<file path="src/rtl/alu_arbiter_pkg.sv">
// Shared ALU ISA definitions and arbiter state encodings.
// ALU_ARB_MUL_STALL_EN: when defined, ALU_MUL takes an extra EXEC2 cycle.
package alu_arbiter_pkg;

    localparam int unsigned DataW = 32;
    localparam int unsigned OperW = 4;

    // ALU opcodes; any other 4-bit code is undefined and yields all zeros.
    typedef enum logic [OperW-1:0] {
        ALU_ADD = 4'd0,
        ALU_SUB = 4'd1,
        ALU_AND = 4'd2,
        ALU_OR  = 4'd3,
        ALU_XOR = 4'd4,
        ALU_NOT = 4'd5,
        ALU_CMP = 4'd6,
        ALU_MUL = 4'd7
    } alu_op_e;

`ifdef ALU_ARB_MUL_STALL_EN
    typedef enum logic [1:0] {
        StIdle  = 2'd0,
        StExec  = 2'd1,
        StExec2 = 2'd2,
        StResp  = 2'd3
    } arb_state_e;
`else
    typedef enum logic [1:0] {
        StIdle = 2'd0,
        StExec = 2'd1,
        StResp = 2'd3
    } arb_state_e;
`endif

    // Captured ALU response payload.
    typedef struct packed {
        logic [DataW-1:0] y;
        logic [DataW-1:0] y_hi;
        logic             n;
        logic             z;
        logic             c;
        logic             v;
    } alu_rsp_t;

endpackage

</file>
<file path="src/rtl/alu_arbiter_if.sv">
// Requester and response handshake bundle for alu_arbiter.
// master: requesters/consumer side; slave: arbiter side.
interface alu_arbiter_if #(
    parameter int unsigned NUM_REQ = 2,
    parameter int unsigned ID_W    = 1
);
    logic [NUM_REQ-1:0]    req_valid;
    logic [NUM_REQ-1:0]    req_ready;
    logic [NUM_REQ*32-1:0] req_a;
    logic [NUM_REQ*32-1:0] req_b;
    logic [NUM_REQ*4-1:0]  req_oper;

    logic                  rsp_valid;
    logic                  rsp_ready;
    logic [ID_W-1:0]       rsp_id;
    logic [31:0]           rsp_y;
    logic [31:0]           rsp_y_hi;
    logic                  rsp_n;
    logic                  rsp_z;
    logic                  rsp_c;
    logic                  rsp_v;

    modport master (
        output req_valid, req_a, req_b, req_oper, rsp_ready,
        input  req_ready, rsp_valid, rsp_id, rsp_y, rsp_y_hi, rsp_n, rsp_z, rsp_c, rsp_v
    );

    modport slave (
        input  req_valid, req_a, req_b, req_oper, rsp_ready,
        output req_ready, rsp_valid, rsp_id, rsp_y, rsp_y_hi, rsp_n, rsp_z, rsp_c, rsp_v
    );
endinterface

</file>
<file path="src/rtl/rr_arbiter.sv">
// Combinational round-robin arbiter: first set request after last_grant, wrapping.
module rr_arbiter #(
    parameter int unsigned NUM_REQ = 2,
    localparam int unsigned IdW    = (NUM_REQ > 1) ? $clog2(NUM_REQ) : 1
) (
    input  logic [NUM_REQ-1:0] req_i,
    input  logic [IdW-1:0]     last_grant_i,
    output logic [NUM_REQ-1:0] grant_o,
    output logic [IdW-1:0]     grant_idx_o
);

    // Scan from last_grant+1 around to last_grant; first hit wins.
    always_comb begin
        logic           found;
        logic [IdW-1:0] cand;
        grant_o     = '0;
        grant_idx_o = '0;
        found       = 1'b0;
        cand        = '0;
        for (int unsigned i = 1; i <= NUM_REQ; i++) begin
            cand = IdW'((32'(last_grant_i) + i) % NUM_REQ);
            if (!found && req_i[cand]) begin
                found         = 1'b1;
                grant_o[cand] = 1'b1;
                grant_idx_o   = cand;
            end
        end
    end

endmodule

</file>
<file path="src/rtl/alu_arbiter.sv">
// Round-robin scheduler sharing one combinational ALU between NUM_REQ requesters.
// ALU_ARB_MUL_STALL_EN: when defined, ALU_MUL spends EXEC plus EXEC2 (2-cycle path).
module alu_arbiter
    import alu_arbiter_pkg::*;
#(
    parameter int unsigned NUM_REQ = 2,
    parameter int unsigned ID_W    = 1
) (
    input  logic                clk,
    input  logic                rst,
    alu_arbiter_if.slave        arb_if,
    output logic [DataW-1:0]    alu_a_o,
    output logic [DataW-1:0]    alu_b_o,
    output logic [OperW-1:0]    alu_oper_o,
    input  logic [DataW-1:0]    alu_y_i,
    input  logic [DataW-1:0]    alu_y_hi_i,
    input  logic                alu_n_i,
    input  logic                alu_z_i,
    input  logic                alu_c_i,
    input  logic                alu_v_i
);

    arb_state_e       state_q, state_d;
    logic [ID_W-1:0]  last_grant_q, last_grant_d;
    logic [ID_W-1:0]  id_q, id_d;
    logic [DataW-1:0] alu_a_q, alu_a_d;
    logic [DataW-1:0] alu_b_q, alu_b_d;
    logic [OperW-1:0] alu_oper_q, alu_oper_d;
    alu_rsp_t         rsp_q, rsp_d;
    logic [ID_W-1:0]  rsp_id_q, rsp_id_d;

    logic [NUM_REQ-1:0] grant;
    logic [ID_W-1:0]    grant_idx;
    logic [DataW-1:0]   sel_a, sel_b;
    logic [OperW-1:0]   sel_oper;
    logic               capture;

    rr_arbiter #(
        .NUM_REQ (NUM_REQ)
    ) u_rr_arbiter (
        .req_i        (arb_if.req_valid),
        .last_grant_i (last_grant_q),
        .grant_o      (grant),
        .grant_idx_o  (grant_idx)
    );

    // One-hot mux of the granted requester's operands.
    always_comb begin
        sel_a    = '0;
        sel_b    = '0;
        sel_oper = '0;
        for (int unsigned i = 0; i < NUM_REQ; i++) begin
            if (grant[i]) begin
                sel_a    |= arb_if.req_a[32*i +: 32];
                sel_b    |= arb_if.req_b[32*i +: 32];
                sel_oper |= arb_if.req_oper[4*i +: 4];
            end
        end
    end

    // Next-state and datapath load decisions.
    always_comb begin
        state_d      = state_q;
        last_grant_d = last_grant_q;
        id_d         = id_q;
        alu_a_d      = alu_a_q;
        alu_b_d      = alu_b_q;
        alu_oper_d   = alu_oper_q;
        rsp_d        = rsp_q;
        rsp_id_d     = rsp_id_q;
        capture      = 1'b0;

        unique case (state_q)
            StIdle: begin
                if (|grant) begin
                    last_grant_d = grant_idx;
                    id_d         = grant_idx;
                    alu_a_d      = sel_a;
                    alu_b_d      = sel_b;
                    alu_oper_d   = sel_oper;
                    state_d      = StExec;
                end
            end
            StExec: begin
`ifdef ALU_ARB_MUL_STALL_EN
                if (alu_oper_q == ALU_MUL) begin
                    state_d = StExec2;
                end else begin
                    capture = 1'b1;
                    state_d = StResp;
                end
`else
                capture = 1'b1;
                state_d = StResp;
`endif
            end
`ifdef ALU_ARB_MUL_STALL_EN
            StExec2: begin
                capture = 1'b1;
                state_d = StResp;
            end
`endif
            StResp: begin
                if (arb_if.rsp_ready) begin
                    state_d = StIdle;
                end
            end
            default: state_d = StIdle;
        endcase

        if (capture) begin
            rsp_d.y    = alu_y_i;
            rsp_d.y_hi = alu_y_hi_i;
            rsp_d.n    = alu_n_i;
            rsp_d.z    = alu_z_i;
            rsp_d.c    = alu_c_i;
            rsp_d.v    = alu_v_i;
            rsp_id_d   = id_q;
        end
    end

    // State and datapath registers; reset discards any in-flight operation.
    always_ff @(posedge clk or posedge rst) begin
        if (rst) begin
            state_q      <= StIdle;
            last_grant_q <= ID_W'(NUM_REQ - 1);
            id_q         <= '0;
            alu_a_q      <= '0;
            alu_b_q      <= '0;
            alu_oper_q   <= '0;
            rsp_q        <= '0;
            rsp_id_q     <= '0;
        end else begin
            state_q      <= state_d;
            last_grant_q <= last_grant_d;
            id_q         <= id_d;
            alu_a_q      <= alu_a_d;
            alu_b_q      <= alu_b_d;
            alu_oper_q   <= alu_oper_d;
            rsp_q        <= rsp_d;
            rsp_id_q     <= rsp_id_d;
        end
    end

    // Grant is only visible in IDLE and is held off while reset is asserted.
    assign arb_if.req_ready = (state_q == StIdle && !rst) ? grant : '0;

    assign alu_a_o    = alu_a_q;
    assign alu_b_o    = alu_b_q;
    assign alu_oper_o = alu_oper_q;

    assign arb_if.rsp_valid = (state_q == StResp);
    assign arb_if.rsp_id    = rsp_id_q;
    assign arb_if.rsp_y     = rsp_q.y;
    assign arb_if.rsp_y_hi  = rsp_q.y_hi;
    assign arb_if.rsp_n     = rsp_q.n;
    assign arb_if.rsp_z     = rsp_q.z;
    assign arb_if.rsp_c     = rsp_q.c;
    assign arb_if.rsp_v     = rsp_q.v;

endmodule

</file>
<file path="src/flat_wrapper.sv">
// flat-port wrapper written by rule: the top's interface ports become plain ports
module alu_arbiter_flat import alu_arbiter_pkg::*;
#(
    parameter int unsigned NUM_REQ = 2,
    parameter int unsigned ID_W    = 1
)
  (clk, rst, alu_a_o, alu_b_o, alu_oper_o, alu_y_i, alu_y_hi_i, alu_n_i, alu_z_i, alu_c_i, alu_v_i, arb_if_req_valid, arb_if_req_a, arb_if_req_b, arb_if_req_oper, arb_if_rsp_ready, arb_if_req_ready, arb_if_rsp_valid, arb_if_rsp_id, arb_if_rsp_y, arb_if_rsp_y_hi, arb_if_rsp_n, arb_if_rsp_z, arb_if_rsp_c, arb_if_rsp_v);
  alu_arbiter_if #(.NUM_REQ(NUM_REQ), .ID_W(ID_W)) arb_if_i ();
  input  logic clk;
  input  logic rst;
  output logic [DataW-1:0] alu_a_o;
  output logic [DataW-1:0] alu_b_o;
  output logic [OperW-1:0] alu_oper_o;
  input  logic [DataW-1:0] alu_y_i;
  input  logic [DataW-1:0] alu_y_hi_i;
  input  logic alu_n_i;
  input  logic alu_z_i;
  input  logic alu_c_i;
  input  logic alu_v_i;
  input wire logic [$bits(arb_if_i.req_valid)-1:0] arb_if_req_valid;
  input wire logic [$bits(arb_if_i.req_a)-1:0] arb_if_req_a;
  input wire logic [$bits(arb_if_i.req_b)-1:0] arb_if_req_b;
  input wire logic [$bits(arb_if_i.req_oper)-1:0] arb_if_req_oper;
  input wire logic [$bits(arb_if_i.rsp_ready)-1:0] arb_if_rsp_ready;
  output wire logic [$bits(arb_if_i.req_ready)-1:0] arb_if_req_ready;
  output wire logic [$bits(arb_if_i.rsp_valid)-1:0] arb_if_rsp_valid;
  output wire logic [$bits(arb_if_i.rsp_id)-1:0] arb_if_rsp_id;
  output wire logic [$bits(arb_if_i.rsp_y)-1:0] arb_if_rsp_y;
  output wire logic [$bits(arb_if_i.rsp_y_hi)-1:0] arb_if_rsp_y_hi;
  output wire logic [$bits(arb_if_i.rsp_n)-1:0] arb_if_rsp_n;
  output wire logic [$bits(arb_if_i.rsp_z)-1:0] arb_if_rsp_z;
  output wire logic [$bits(arb_if_i.rsp_c)-1:0] arb_if_rsp_c;
  output wire logic [$bits(arb_if_i.rsp_v)-1:0] arb_if_rsp_v;
  assign arb_if_i.req_valid = arb_if_req_valid;
  assign arb_if_i.req_a = arb_if_req_a;
  assign arb_if_i.req_b = arb_if_req_b;
  assign arb_if_i.req_oper = arb_if_req_oper;
  assign arb_if_i.rsp_ready = arb_if_rsp_ready;
  assign arb_if_req_ready = arb_if_i.req_ready;
  assign arb_if_rsp_valid = arb_if_i.rsp_valid;
  assign arb_if_rsp_id = arb_if_i.rsp_id;
  assign arb_if_rsp_y = arb_if_i.rsp_y;
  assign arb_if_rsp_y_hi = arb_if_i.rsp_y_hi;
  assign arb_if_rsp_n = arb_if_i.rsp_n;
  assign arb_if_rsp_z = arb_if_i.rsp_z;
  assign arb_if_rsp_c = arb_if_i.rsp_c;
  assign arb_if_rsp_v = arb_if_i.rsp_v;
  alu_arbiter #(.NUM_REQ(NUM_REQ), .ID_W(ID_W)) u_core (.clk(clk), .rst(rst), .arb_if(arb_if_i), .alu_a_o(alu_a_o), .alu_b_o(alu_b_o), .alu_oper_o(alu_oper_o), .alu_y_i(alu_y_i), .alu_y_hi_i(alu_y_hi_i), .alu_n_i(alu_n_i), .alu_z_i(alu_z_i), .alu_c_i(alu_c_i), .alu_v_i(alu_v_i));
endmodule
</file>
<file path="config.mk">
export PLATFORM = sky130hd
export DESIGN_NAME = alu_arbiter_flat
export DESIGN_NICKNAME = d
export VERILOG_FILES = /design/src/rtl/alu_arbiter_pkg.sv /design/src/rtl/alu_arbiter_if.sv /design/src/rtl/rr_arbiter.sv /design/src/rtl/alu_arbiter.sv /design/src/flat_wrapper.sv
export SDC_FILE = /design/constraint.sdc
export NUM_CORES = 1
export LEC_CHECK = 0
export BUFFER_PORTS_ARGS = -buffer_cell sky130_fd_sc_hd__buf_2
export CAP_MARGIN = 20
export CORE_AREA = 5 5 134 136
export DETAILED_ROUTE_END_ITERATION = 10
export DIE_AREA = 0 0 139 141
export PLACE_DENSITY = 0.68
export SYNTH_ARGS = -nofsm -noshare
export SYNTH_HDL_FRONTEND = slang
export SYNTH_SLANG_ARGS = --single-unit
</file>
<file path="constraint.sdc">
create_clock -name clk -period 7 [get_ports clk]
set_clock_uncertainty 0.2 [all_clocks]
set_input_delay 1.4 -clock clk [delete_from_list [all_inputs] [get_ports clk]]
set_output_delay 1.4 -clock clk [all_outputs]
set_load 0.02 [all_outputs]
</file>
Word level (Yosys, flattened, before mapping)
Cells that the tools add are included.
- eq/ne operators: 4
- add/sub/neg operators: 2
- magnitude comparators: 4
- reduce and logical (&&, ||, !) cells: 10
- multiplexer cells: 24
- bitwise logic cells: 4
- operators with widths (operator ; number):
    two-way mux 32 bit ; 4
    bitwise OR 32 bit ; 2
    two-way mux 1 bit ; 10
    two-way mux 2 bit ; 5
    two-way mux 4 bit ; 2
    case mux 2 bit (3 select lines) ; 1
    logical AND 1 bit ; 4
    < comparator 1 x 2 -> 1 bit (second input constant) ; 2
    bitwise OR 4 bit ; 1
    AND reduction 2 bit ; 2
    adder 1 bit (second input constant) ; 2
    demux 1 bit (select 1 bit) ; 2
    == test 2 x 1 -> 1 bit (second input constant) ; 1
    == test 2 bit (second input constant) ; 1
    greater-or-equal comparator 1 bit (second input constant) ; 2
    logical NOT 1 bit ; 2
    logical NOT 2 bit ; 1
    inequality test 2 x 1 -> 1 bit (second input constant) ; 1
    inequality test 2 bit (second input constant) ; 1
    bitwise OR 2 bit ; 1
    OR reduction 2 bit ; 1
- input port bits: 209
- output and inout bits: 140
- flip-flop bits (word level): 141
- word-level logic and storage cells: 61

Longest topological paths before layout
- depth in word-level cells: 11
- depth in mapped cells: 8
- depth with buffers taken out: 3

Hierarchy
A second synthesis with hierarchy kept.
- cells, all modules: 393
- area, all modules: 5983.2 um^2
- by module, submodules not included (module ; area an instance (um^2) ; sequential area each (um^2) ; instances ; cells each):
    alu_arbiter ; 5957.0 ; 3529.6 ; 1 ; 389
    rr_arbiter ; 26.3 ; 0.0 ; 1 ; 4

Worst setup path before layout
No wires, ideal clock.
- path type: input-to-output
- start: input port rst
- end: output port arb_if_req_ready[0]
- arrival time: 5024 ps
- data required time: 5400 ps
- cell stages on the path: 2
- buffers on the path: 0
- slack: 376 ps
- cell sequence: inv_1 > and4_1
- cells in the longest elaborated chain, start to end: 3
- RTL lines (element ; line ; RTL):
    start: declaration ; flat_wrapper.sv:10 ; input logic rst;
    logical NOT 1 bit (no line) ; - ;
    logical AND 1 bit ; alu_arbiter.sv:146 ; assign arb_if.req_ready = (state_q == StIdle && !rst) ? grant : '0;
    two-way mux 2 bit ; alu_arbiter.sv:146 ;
    end: declaration ; flat_wrapper.sv:25 ; output wire logic [$bits(arb_if_i.req_ready)-1:0] arb_if_req_ready;
No other way between the ends.

Final worst setup path
- start: input port arb_if_req_valid[0]
- end: output port arb_if_req_ready[1]
- cells in the longest elaborated chain, start to end: 7
- elaborated cells on any way between the ends: 11
- classes of those cells: mux (8); bitwise (1); reduce/logical (2)
- RTL lines (element ; line ; RTL):
    start: declaration ; flat_wrapper.sv:20 ; input wire logic [$bits(arb_if_i.req_valid)-1:0] arb_if_req_valid;
    two-way mux 1 bit (implied by the code) (2 in series) ; rr_arbiter.sv:22 ; if (!found && req_i[cand]) begin
    two-way mux 1 bit ; rr_arbiter.sv:22 ;
    logical NOT 1 bit ; rr_arbiter.sv:22 ;
    logical AND 1 bit ; rr_arbiter.sv:22 ;
    two-way mux 2 bit (*) ; rr_arbiter.sv:22 ;
    two-way mux 2 bit (*) ; alu_arbiter.sv:146 ;
Mark *: on every way between the ends. The rest lies on a longest branch, timed or not. The select of a mux whose other input is x is not followed.

==> flow_metrics.env <==
export IMPL_placed_cell_area_um2=7836
export IMPL_final_cell_mix="buf_2, dfrtp_1, a21oi_1"
export IMPL_clk_latency_ps=410
export IMPL_rsz0062_at_grt="false"
export IMPL_core_area_um2=16820
export IMPL_drt_iter0_markers=239
export IMPL_clockRootBuffer="clkbuf_16"
export IMPL_max_cap_violations=0
export IMPL_yosys_top_cells_area="dfrtp_1, mux2_2, a21oi_1"
export IMPL_die_y_um=141
export IMPL_final_common_cell="buf_2"
export IMPL_synth_top_area_cell="dfrtp_1"
export IMPL_setup_ws_ps=2318
export IMPL_cellLeakagePower_nw=3.970
export IMPL_drc=0
export IMPL_hp_class="flop to flop"
export IMPL_setup_viol=0
export IMPL_ys_ff_latch=141
export IMPL_cp_data_arrival_time_ps=3080
export IMPL_io_pins=349
export IMPL_synth_area_um2=5979
export IMPL_fp_row_count=48
export IMPL_critPathLaunchType="primary input"
export IMPL_antenna_left=0
export IMPL_dr_pass1_iters=4
export IMPL_initial_core_util=0.3556
export IMPL_cts_setup_buffers=0
export IMPL_stdcell_count=1043
export IMPL_drive_above_1_share=0.5758
export IMPL_critPathCaptureType="primary output"
export IMPL_cts_buffers=17
export IMPL_tightest_slew_ps=856.1
export IMPL_grt_pass1_wl_um=28470
export IMPL_synth_cells=487
export IMPL_grt_pass1_vias=5436
export IMPL_finalHoldViolations=0
export IMPL_place_inst=1012
export IMPL_synth_nets=696
export IMPL_peakVddDrop_mv=0.2110
export IMPL_p_total_mw=4.418
export IMPL_wl_um=18120
export IMPL_slew_viol_final=0
export IMPL_path_max_fanout=72
export IMPL_ys_seq_area_frac=0.5903
export IMPL_period_share=0.6688
export IMPL_cts_sinks=141
export IMPL_grt_remaining_overflow=0
export IMPL_setup_tns_ps=0
export IMPL_critical_path_class="primary input to primary output"
export IMPL_status="completed"
export IMPL_synthToLayoutAreaGrowth_pct=42.04
export IMPL_cts_buffer_depth=2
export IMPL_max_slew_margin=0.4293
export IMPL_grt_usage=0.1800
export IMPL_cts_hold_buf=0
export IMPL_vias=5269
export IMPL_cp_data_required_time_ps=5400
export IMPL_fp_dieW_um=139
export IMPL_finalInstanceArea_um2=8493
export IMPL_fmax_ghz=0.2136
export IMPL_clk_pin_slew_worst_paths_ps=50
export IMPL_fp_dieArea_um2=19600
export IMPL_dpl_hpwl_um=13040
export IMPL_port_buffers=348
export IMPL_post_drt_wl_per_cell_um=17.37
export IMPL_post_place_ws_ps=2346
export IMPL_avgSynthCellArea_um2=12.28
export IMPL_grt_max_degree=81
export IMPL_n_antenna_cell=0
export IMPL_vias_per_cell=5.052
export IMPL_cts_max_level=4
export IMPL_synth_top_area_frac=0.5859
export IMPL_ys_warnings_count=0
export IMPL_cts_resized_gates=0
export IMPL_antenna_found_initial=0
export IMPL_nets=1015
export IMPL_gp_congestion=0.8135
export IMPL_power_density_nw_per_um2=520.2
export IMPL_period_needed_ps=4682
export IMPL_synth_cell_types=25
export IMPL_cts_tree="yes"
[layout make-up]
type	count	area [µm²]
flip-flops and latches	141	3530
well taps	225	281.5
inverters	3	16.27
clock buffers	22	474.2
clock inverters	9	182.7
fillers	1527	8323
repair buffers	355	1794
multi-input cells	288	2215
[logic make-up after synthesis]
group,count (synthesis),share of synthesized area
mux,69,0.1299
simple gates,9,0.009419
buf+inv,58,0.04415
compound gates,210,0.2262
flops,141,0.5903
[cell usage after synthesis]
| cell type | count |
|---|---|
| buf_1 | 4 |
| a21oi_1 | 127 |
| a31oi_1 | 1 |
| o21ai_1 | 1 |
| mux2_2 | 69 |
| and2_4 | 1 |
| a21boi_0 | 1 |
| clkbuf_1 | 29 |
| or2_1 | 1 |
| dfrtp_1 | 140 |
| nor2b_1 | 1 |
| a32oi_1 | 68 |
| dfstp_2 | 1 |
| and3_1 | 1 |
| a21o_1 | 1 |
| a21oi_2 | 10 |
| nor2_1 | 1 |
| buf_2 | 19 |
| and4_1 | 1 |
| and2_1 | 1 |
| nand2b_1 | 1 |
| nand2_1 | 1 |
| inv_1 | 3 |
| a21boi_1 | 1 |
| buf_6 | 3 |
[routing by layer]
layer / wire [µm] / track usage / vias to the layer above
li1: - / - / 2500
met1: 7340 / 0.2256 / 2509
met2: 9119 / 0.3009 / 230
met3: 1258 / 0.05393 / 30
met4: 402 / 0.05716 / 0
met5: 0 / 0 / -
[critical path: stages]
cell	delay, ps
buf_2	90
buf_4	340
a21boi_4	200
buf_4	560
and3_1	250
buf_2	170
[per-stage QoR]
| step | util | hold slack [ps] |
|---|---|---|
| 4_1_cts | 0.5051 | 302.9 |
| 6_report | 0.5051 | 298.4 |
| 2_1_floorplan | - | 279.4 |
| 3_5_place_dp | 0.4660 | 289.9 |
| 3_3_place_gp | 0.4660 | 283.0 |
| 5_1_grt | 0.5051 | 314.4 |
[sequential cells by signal, indices dropped and copies added (netlist names)]
signal and cells:
u_core.arb_if.rsp_id 1, u_core.arb_if.rsp_n 1, u_core.arb_if.rsp_c 1, u_core.arb_if.rsp_v 1
u_core.id_q 1, u_core.state_q 2, u_core.arb_if.rsp_y 32, u_core.alu_a_o 32
u_core.alu_oper_o 4, u_core.arb_if.rsp_y_hi 32, u_core.arb_if.rsp_z 1, u_core.last_grant_q 1
u_core.alu_b_o 32
[power by group]
part / switching, mW / total [mW] / leakage (nW) / internal (mW)
Sequential: 0.218 / 1.46 / 1.62 / 1.24
Clock: 0.334 / 0.995 / 0.313 / 0.661
Combinational: 1.21 / 1.96 / 2.04 / 0.756
[path summary, 6_finish.rpt]
check,startpoint,to,slack (ps),depth (start not counted)
min,u_core.arb_if.rsp_y[5],u_core.arb_if.rsp_y[5],300,1
max in group asynchronous,rst,u_core.arb_if.rsp_y[8],4370,3
min in group asynchronous,rst,u_core.arb_if.rsp_y_hi[20],890,2
max reg2reg,u_core.state_q[1],u_core.alu_b_o[27],4080,4
min reg2reg,u_core.arb_if.rsp_y[5],u_core.arb_if.rsp_y[5],300,1
max,arb_if_req_valid[0],arb_if_req_ready[1],2320,6
Note: power is estimated with default switching activity, not from simulation.
